--- src/rtl/seven_seg_pkg.sv ---
// Shared constants, digit select type and hex-to-segment helper for the
// seven_seg_scan display driver.
package seven_seg_pkg;

    localparam logic [6:0] SEG_BLANK  = 7'b1111111;
    localparam logic [3:0] ANODE_OFF  = 4'b1111;
    localparam int         NUM_DIGITS = 4;

    // Active-low segment patterns, bit order {g,f,e,d,c,b,a}
    localparam logic [6:0] SEG_0 = 7'b1000000;
    localparam logic [6:0] SEG_1 = 7'b1111001;
    localparam logic [6:0] SEG_2 = 7'b0100100;
    localparam logic [6:0] SEG_3 = 7'b0110000;
    localparam logic [6:0] SEG_4 = 7'b0011001;
    localparam logic [6:0] SEG_5 = 7'b0010010;
    localparam logic [6:0] SEG_6 = 7'b0000010;
    localparam logic [6:0] SEG_7 = 7'b1111000;
    localparam logic [6:0] SEG_8 = 7'b0000000;
    localparam logic [6:0] SEG_9 = 7'b0010000;
    localparam logic [6:0] SEG_A = 7'b0001000;
    localparam logic [6:0] SEG_B = 7'b0000011;
    localparam logic [6:0] SEG_C = 7'b1000110;
    localparam logic [6:0] SEG_D = 7'b0100001;
    localparam logic [6:0] SEG_E = 7'b0000110;
    localparam logic [6:0] SEG_F = 7'b0001110;

    typedef logic [1:0] digit_sel_t;

    function automatic logic [6:0] hex_to_seg(input logic [3:0] hex);
        logic [6:0] seg;
        case (hex)
            4'h0:    seg = SEG_0;
            4'h1:    seg = SEG_1;
            4'h2:    seg = SEG_2;
            4'h3:    seg = SEG_3;
            4'h4:    seg = SEG_4;
            4'h5:    seg = SEG_5;
            4'h6:    seg = SEG_6;
            4'h7:    seg = SEG_7;
            4'h8:    seg = SEG_8;
            4'h9:    seg = SEG_9;
            4'hA:    seg = SEG_A;
            4'hB:    seg = SEG_B;
            4'hC:    seg = SEG_C;
            4'hD:    seg = SEG_D;
            4'hE:    seg = SEG_E;
            4'hF:    seg = SEG_F;
            default: seg = SEG_BLANK;
        endcase
        return seg;
    endfunction

endpackage

--- src/rtl/seg_hex_decoder.sv ---
// Combinational 4-bit hex to active-low 7-segment decoder.
module seg_hex_decoder
    import seven_seg_pkg::*;
(
    input  logic [3:0] hex,
    output logic [6:0] seg
);

    // Decode the selected nibble into segment drive
    always_comb begin
        seg = hex_to_seg(hex);
    end

endmodule

--- src/rtl/seven_seg_scan.sv ---
// 4-digit common-anode scan driver with blink phase generation.
// Optional leading-zero suppression is enabled by defining LEADING_ZERO_BLANK_EN.
module seven_seg_scan
    import seven_seg_pkg::*;
#(
    parameter int REFRESH_DIV = 100000,
    parameter int BLINK_DIV   = 25000000
) (
    input  logic        clk,
    input  logic        reset,
    input  logic [15:0] value,
    input  logic [3:0]  dp_mask,
    input  logic [3:0]  blank_mask,
    input  logic        blink_en,
    output logic [3:0]  anode,
    output logic [6:0]  seg,
    output logic        decimal_p,
    output logic        blink,
    output logic        digit_tick
);

    localparam int REFRESH_W = $clog2(REFRESH_DIV);
    localparam int BLINK_W   = $clog2(BLINK_DIV);
    localparam logic [REFRESH_W-1:0] REFRESH_LAST = REFRESH_W'(REFRESH_DIV - 1);
    localparam logic [BLINK_W-1:0]   BLINK_LAST   = BLINK_W'(BLINK_DIV - 1);

    logic [REFRESH_W-1:0] refresh_cnt_r;
    logic [BLINK_W-1:0]   blink_cnt_r;
    digit_sel_t           digit_sel_r;

    logic       refresh_wrap_s;
    logic       blink_wrap_s;
    logic [3:0] nibble_s;
    logic [3:0] digit_onehot_s;
    logic [3:0] suppress_s;
    logic [6:0] dec_seg_s;
    logic [3:0] anode_s;
    logic [6:0] seg_s;
    logic       decimal_p_s;

    assign refresh_wrap_s = (refresh_cnt_r == REFRESH_LAST);
    assign blink_wrap_s   = (blink_cnt_r == BLINK_LAST);

`ifdef LEADING_ZERO_BLANK_EN
    // A digit is suppressed when it and every digit to its left are zero
    assign suppress_s = {value[15:12] == 4'd0, value[15:8] == 8'd0,
                         value[15:4] == 12'd0, 1'b0};
`else
    assign suppress_s = 4'b0000;
`endif

    // Select the nibble and one-hot anode position for the active digit
    always_comb begin
        digit_onehot_s = 4'b0001 << digit_sel_r;
        case (digit_sel_r)
            2'd0:    nibble_s = value[3:0];
            2'd1:    nibble_s = value[7:4];
            2'd2:    nibble_s = value[11:8];
            2'd3:    nibble_s = value[15:12];
            default: nibble_s = value[3:0];
        endcase
    end

    seg_hex_decoder u_dec (
        .hex (nibble_s),
        .seg (dec_seg_s)
    );

    // Next output drive: blank overrides suppression, which keeps only a lit dp
    always_comb begin
        anode_s     = ANODE_OFF;
        seg_s       = SEG_BLANK;
        decimal_p_s = 1'b1;
        if (blank_mask[digit_sel_r]) begin
            anode_s     = ANODE_OFF;
            seg_s       = SEG_BLANK;
            decimal_p_s = 1'b1;
        end else if (suppress_s[digit_sel_r]) begin
            if (dp_mask[digit_sel_r]) begin
                anode_s     = ~digit_onehot_s;
                seg_s       = SEG_BLANK;
                decimal_p_s = 1'b0;
            end else begin
                anode_s     = ANODE_OFF;
                seg_s       = SEG_BLANK;
                decimal_p_s = 1'b1;
            end
        end else begin
            anode_s     = ~digit_onehot_s;
            seg_s       = dec_seg_s;
            decimal_p_s = ~dp_mask[digit_sel_r];
        end
    end

    // Refresh divider and digit scan position
    always_ff @(posedge clk) begin
        if (reset) begin
            refresh_cnt_r <= '0;
            digit_sel_r   <= 2'd0;
            digit_tick    <= 1'b0;
        end else begin
            digit_tick <= refresh_wrap_s;
            if (refresh_wrap_s) begin
                refresh_cnt_r <= '0;
                digit_sel_r   <= digit_sel_r + 2'd1;
            end else begin
                refresh_cnt_r <= refresh_cnt_r + REFRESH_W'(1);
            end
        end
    end

    // Blink phase; disabled blink parks the counter so re-enable starts a full on-phase
    always_ff @(posedge clk) begin
        if (reset) begin
            blink_cnt_r <= '0;
            blink       <= 1'b1;
        end else if (!blink_en) begin
            blink_cnt_r <= '0;
            blink       <= 1'b1;
        end else if (blink_wrap_s) begin
            blink_cnt_r <= '0;
            blink       <= ~blink;
        end else begin
            blink_cnt_r <= blink_cnt_r + BLINK_W'(1);
        end
    end

    // Register display drive from the live inputs
    always_ff @(posedge clk) begin
        if (reset) begin
            anode     <= ANODE_OFF;
            seg       <= SEG_BLANK;
            decimal_p <= 1'b1;
        end else begin
            anode     <= anode_s;
            seg       <= seg_s;
            decimal_p <= decimal_p_s;
        end
    end

endmodule

--- config.mk ---
export PLATFORM = sky130hd
export DESIGN_NAME = seven_seg_scan
export DESIGN_NICKNAME = d
export VERILOG_FILES = /design/src/rtl/seven_seg_pkg.sv /design/src/rtl/seg_hex_decoder.sv /design/src/rtl/seven_seg_scan.sv
export SDC_FILE = /design/constraint.sdc
export NUM_CORES = 1
export LEC_CHECK = 0
export CAP_MARGIN = 25
export CORE_UTILIZATION = 49
export DETAILED_ROUTE_END_ITERATION = 6
export PLACE_DENSITY = 0.85
export REMOVE_ABC_BUFFERS = 1
export SLEW_MARGIN = 20
export SYNTH_ARGS = -nofsm -noshare
export SYNTH_HDL_FRONTEND = slang
export SYNTH_SLANG_ARGS = --single-unit
--- constraint.sdc ---
create_clock -name clk -period 2.2 [get_ports clk]
set_input_delay 0.44 -clock clk [delete_from_list [all_inputs] [get_ports clk]]
set_output_delay 0.44 -clock clk [all_outputs]
set_load 0.005 [all_outputs]
Yosys cells after proc, flatten, opt, wreduce, memory -nomap -nowiden

Memories as Yosys holds them, arrays and structs flattened. A register that Yosys moved wholly into a read port is not among the register bits.
Index checks and enable logic that the tools add are counted.
Widths: inputs -> output; s select.

Flip-flop bits (word level): 51
Memory bits (read-only): 112
Output and inout port bits: 14
Logic and storage cells: 39
Memories: 1

Memories:

| name             | depth | width | read ports | clocked after memory_dff | wr ports | line                | source |
|---|---|---|---|---|---|---|---|
| (name not given) | 16    | 7     | 1          | 1                        | 0        | seven_seg_pkg.sv:31 | `case (hex)` |

Add/sub/neg operators: 3
Order comparisons: 1
Equal/unequal tests: 5
Shifts and indexed selects: 1
Mux-type cells: 11
Bitwise gates (word level): 4
Reductions and logical operators: 6

Operators by type and width:

| operator              | count |
|---|---|
| $add 25x1->25 const B | 1 |
| $eq 25x25->1 const B  | 1 |
| $add 17x1->17 const B | 1 |
| $eq 17x17->1 const B  | 1 |
| $pmux 4 s4            | 1 |
| $mux 4                | 2 |
| $bmux 1 s2            | 3 |
| $reduce_or 2->1       | 3 |
| $reduce_or 3->1       | 2 |
| $mux 1                | 5 |
| $eq 2x2->1 const B    | 2 |
| $not 4->4             | 1 |
| $shl 1x2->4 const A   | 1 |
| $lt 2x3->1 const B    | 1 |
| $not 1->1             | 3 |
| $add 2x1->2 const B   | 1 |
| $eq 2x1->1 const B    | 1 |
| $logic_not 2->1       | 1 |

Logic depth before layout (Yosys ltp)

Depth in word-level cells: 4
Gate-level depth with buffers: 10

Modules after synthesis

A second synthesis with hierarchy kept.

Cell total of the unflattened synthesis: 315
Area total of the unflattened synthesis: 2831.5 µm²

Modules (own cells, without submodules):

| module          | instances | cells an instance | area an instance (µm²) |
|---|---|---|---|
| seven_seg_scan  | 1         | 284               | 2578.7 |
| seg_hex_decoder | 1         | 31                | 252.7 |

Worst setup path before layout

Ideal clock, no wire load.

Path kind: flip-flop to flip-flop
From: reg digit_sel_r[0]
To: reg seg[3]
Data arrival time: 1.982 ns
Required time: 2.064 ns
Slack: 0.082 ns
Cell stages (with the launch flop): 10
Cell sequence: dfxtp_1 inv_1 ha_1 nor2b_1 a21oi_1 inv_1 ha_1 a211oi_1 a211oi_1 o21ai_0

Word-level cells in the longest chain between the ends: 3
Elaborated cells between the ends (all ways): 10
Classes of those cells: eq/ne (3); mux (5); reduce/logical (2)

Ends and longest elaborated chain:

| item                                 | line                                       | source |
|---|---|---|
| start, declared                      | seven_seg_scan.sv:29                       | `digit_sel_t digit_sel_r;` |
| start signal, assigned               | seven_seg_scan.sv:105                      | `digit_sel_r <= digit_sel_r + 2'd1;` |
| $bmux 1 s2, on equally long branches | seven_seg_scan.sv:74, seven_seg_scan.sv:78 |  |
| $mux 1, on equally long branches     | seven_seg_scan.sv:74, seven_seg_scan.sv:78 |  |
| $reduce_or 3->1 (no line)            | n/a                                        |  |
| end, declared                        | seven_seg_scan.sv:16                       | `output logic [6:0] seg,` |

Several ways; a longest one is shown, not always the timed one. The select of a mux whose other input is x is not followed.
A chain may end at the register's enable or synchronous reset.

Final worst setup path

Ends and elaborated chain as after synthesis.

==> flow_summary.json <==
{
  "status": "complete, no violations",
  "grt_pass1_wl_um": 10400,
  "track_usage": 0.216,
  "stdcell_count": 462,
  "layout-drive-gt1-share": 0.138,
  "start_kind": "flop",
  "ys_types": 44,
  "synth_warnings": 0,
  "dr.pass1.iters": 5,
  "ir_drop_v": 0.000422,
  "clk_pin_slew_ns": 0.06,
  "clock-sinks": 58,
  "grt_max_degree": 26,
  "final_util": 0.659,
  "drv_cap": 0,
  "layout_setup_ws_ns": 0.138,
  "tightest_slew_ns": 0.490,
  "routedWlPerCell_um": 13.5,
  "crit_path_max_fanout": 5,
  "port_buffers": 40,
  "dieArea_mm2": 0.00613,
  "yosys.area.top_type_share": 0.407,
  "drtAntennaViolNets": 0,
  "ys_seq_area_frac": 0.407,
  "fin_crit_ns": 2.06,
  "cp.required_ns": 2.42,
  "synth-seq-cells": 58,
  "post_cts_buffers": 0,
  "clockBufferDepth": 2,
  "finClkSkew_ns": 0.00719,
  "period_share": 0.937,
  "routed_wl_um": 6220,
  "clock_latency_ns": 0.33,
  "setup_viol": 0,
  "drc": 0,
  "powerDensity_mw_per_mm2": 574,
  "synth.area.top_cells": "dfxtp_1 (41%), ha_1 (5.7%), xnor2_1 (4.9%)",
  "gp_routability_congestion": 0.893,
  "avgViaCountPerCell": 5.51,
  "synth_flop_cell": "dfxtp_1",
  "core.rowCount": 27,
  "n_fill_cell": 451,
  "critPathKind": "flop to flop",
  "netlist_area_mm2": 0.00285,
  "worstHoldPathType": "flop to flop",
  "layout.nets": 426,
  "dp.cells": 447,
  "max_freq_mhz": 485,
  "synth_enable_flop_cells": 0,
  "hpwl_um": 4520,
  "area_growth_pct": 28.7,
  "end_kind": "flop",
  "vias": 2546,
  "drv_slew": 0,
  "start_util": 0.512,
  "synth_cells": 319,
  "cts_tree": "built",
  "drt_iter0_markers": 126,
  "pre_cts_slack_ns": -0.0370,
  "core-area_mm2": 0.00557,
  "slew-limit-headroom": 0.673,
  "hold_slack_ns": 0.479,
  "avgSynthCellArea_um2": 8.95,
  "cts_root_buf": "clkbuf_8",
  "num_antenna_cells": 0,
  "finalHoldViolCount": 0,
  "die_h_um": 78.3,
  "numCtsBuffers": 9,
  "h-tree-depth": 3,
  "worstPathArrival_ns": 2.28,
  "antenna_found_initial": 0,
  "ios": 41,
  "fp.dieW_um": 78.3,
  "grt_pass1_vias": 2420,
  "synthArstFlopShare": 0,
  "power_leakage_nw": 1.27,
  "overflow": 0,
  "synth_area_leader_cell": "dfxtp_1"
}
what timing repair did:
| action | CTS | global route |
|---|---|---|
| hold buffers | 0 | 0 |
| endpoints found under the hold margin | 0 | 0 |
| resized for setup | 0 | 6 |
| endpoints found under the setup margin | 0 | 6 |
cell usage after synthesis, drive strengths merged, types with 2 or more instances:
| library cell | number |
|---|---|
| a211oi | 4 |
| a21o | 2 |
| a21oi | 20 |
| a222oi | 3 |
| a22oi | 2 |
| and4 | 4 |
| buf | 6 |
| clkbuf | 4 |
| dfxtp | 58 |
| ha | 13 |
| inv | 18 |
| mux2i | 3 |
| mux4 | 2 |
| nand2 | 20 |
| nand3 | 21 |
| nand4 | 7 |
| nor2 | 32 |
| nor2b | 3 |
| nor3 | 8 |
| nor4 | 6 |
| nor4b | 2 |
| o21ai | 12 |
| o221ai | 2 |
| o311ai | 2 |
| o31ai | 9 |
| or3 | 11 |
| or4 | 12 |
| xnor2 | 16 |
| xor2 | 7 |
cell families after synthesis:
logic type      after synthesis  synth area share
compound gates               60             0.143
flops                        58             0.407
mux                           6            0.0302
xor+xnor                     23            0.0706
simple gates                131             0.246
fa+ha+maj                    13            0.0570
buf+inv                      28            0.0460
per-stage QoR:
step | TNS [ns] | power, mW | area (um^2)
after floorplan | 0 | 1.16 | 2790
after global placement | -0.0179 | 1.27 | 3490
after detailed placement | -0.0457 | 1.28 | 3490
after CTS | 0 | 2.13 | 3660
after global routing | -0.0202 | 2.20 | 3670
final | 0 | 2.11 | 3670
where the power goes:
part	total [mW]	switching [mW]	internal, mW	leakage [nW]
combinational	0.179	0.0704	0.108	0.711
clock	0.854	0.396	0.458	0.0920
sequential	1.08	0.00891	1.07	0.471
total	2.11	0.476	1.63	1.27
area by class of cell:
class	count	area (um^2)	area share
multi-input combinational	233	1570	0.429
inverter	18	67.6	0.0184
tap	72	90.1	0.0245
timing repair buffer	66	608	0.166
clock inverter	3	15.0	0.00409
sequential	58	1160	0.317
clock buffer	12	155	0.0422
worst max-delay path: stages, from the launching register on:
cell	delay, ns
dfxtp_2	0.35
inv_1	0.09
ha_2	0.23
a222oi_1	0.36
a21oi_2	0.13
buf_4	0.15
ha_1	0.20
inv_1	0.07
a211oi_1	0.05
a211oi_1	0.21
o21ai_0	0.10
path summary, 6_finish.rpt:
| path | startpoint | cells past startpoint | slack, ns | to |
|---|---|---|---|---|
| setup reg to reg | digit_sel_r[0] | 10 | 0.14 | seg[3] |
| setup / recovery | digit_sel_r[0] | 10 | 0.14 | seg[3] |
| hold / removal | refresh_cnt_r[0] | 1 | 0.48 | refresh_cnt_r[0] |
| hold reg to reg | refresh_cnt_r[0] | 1 | 0.48 | refresh_cnt_r[0] |
cells in the final DEF, fill, tap and decap left out, drive strengths merged, types with 2 or more instances in the layout:
cell	count
a22oi	2
xnor2	16
a222oi	3
nand4	7
dfxtp	58
nor2b	3
or3	11
a21oi	20
mux4	2
inv	18
buf	26
ha	13
mux2i	3
o311ai	2
clkinv	3
nor2	32
nand3	21
o31ai	9
clkdlybuf4s50	40
o221ai	2
nor3	8
o21ai	12
or4	12
nor4	6
nand2	20
a211oi	4
a21o	2
xor2	7
clkbuf	12
and4	4
nor4b	2
sequential cells by signal, summed over array words and instances (netlist names):
register and cells:
digit_sel_r 2, decimal_p 1, digit_tick 1, seg 7, anode 4, blink_cnt_r 25, blink 1, refresh_cnt_r 17
routing by layer:
layer | vias to the layer above | wire length (um) | track usage
li1 | 1293 | - | -
met1 | 1183 | 2760 | 0.246
met2 | 61 | 3080 | 0.378
met3 | 9 | 273 | 0.0605
met4 | 0 | 97 | 0.0926
met5 | - | 0 | 0
No activity file was read; power rests on OpenSTA's default activity.
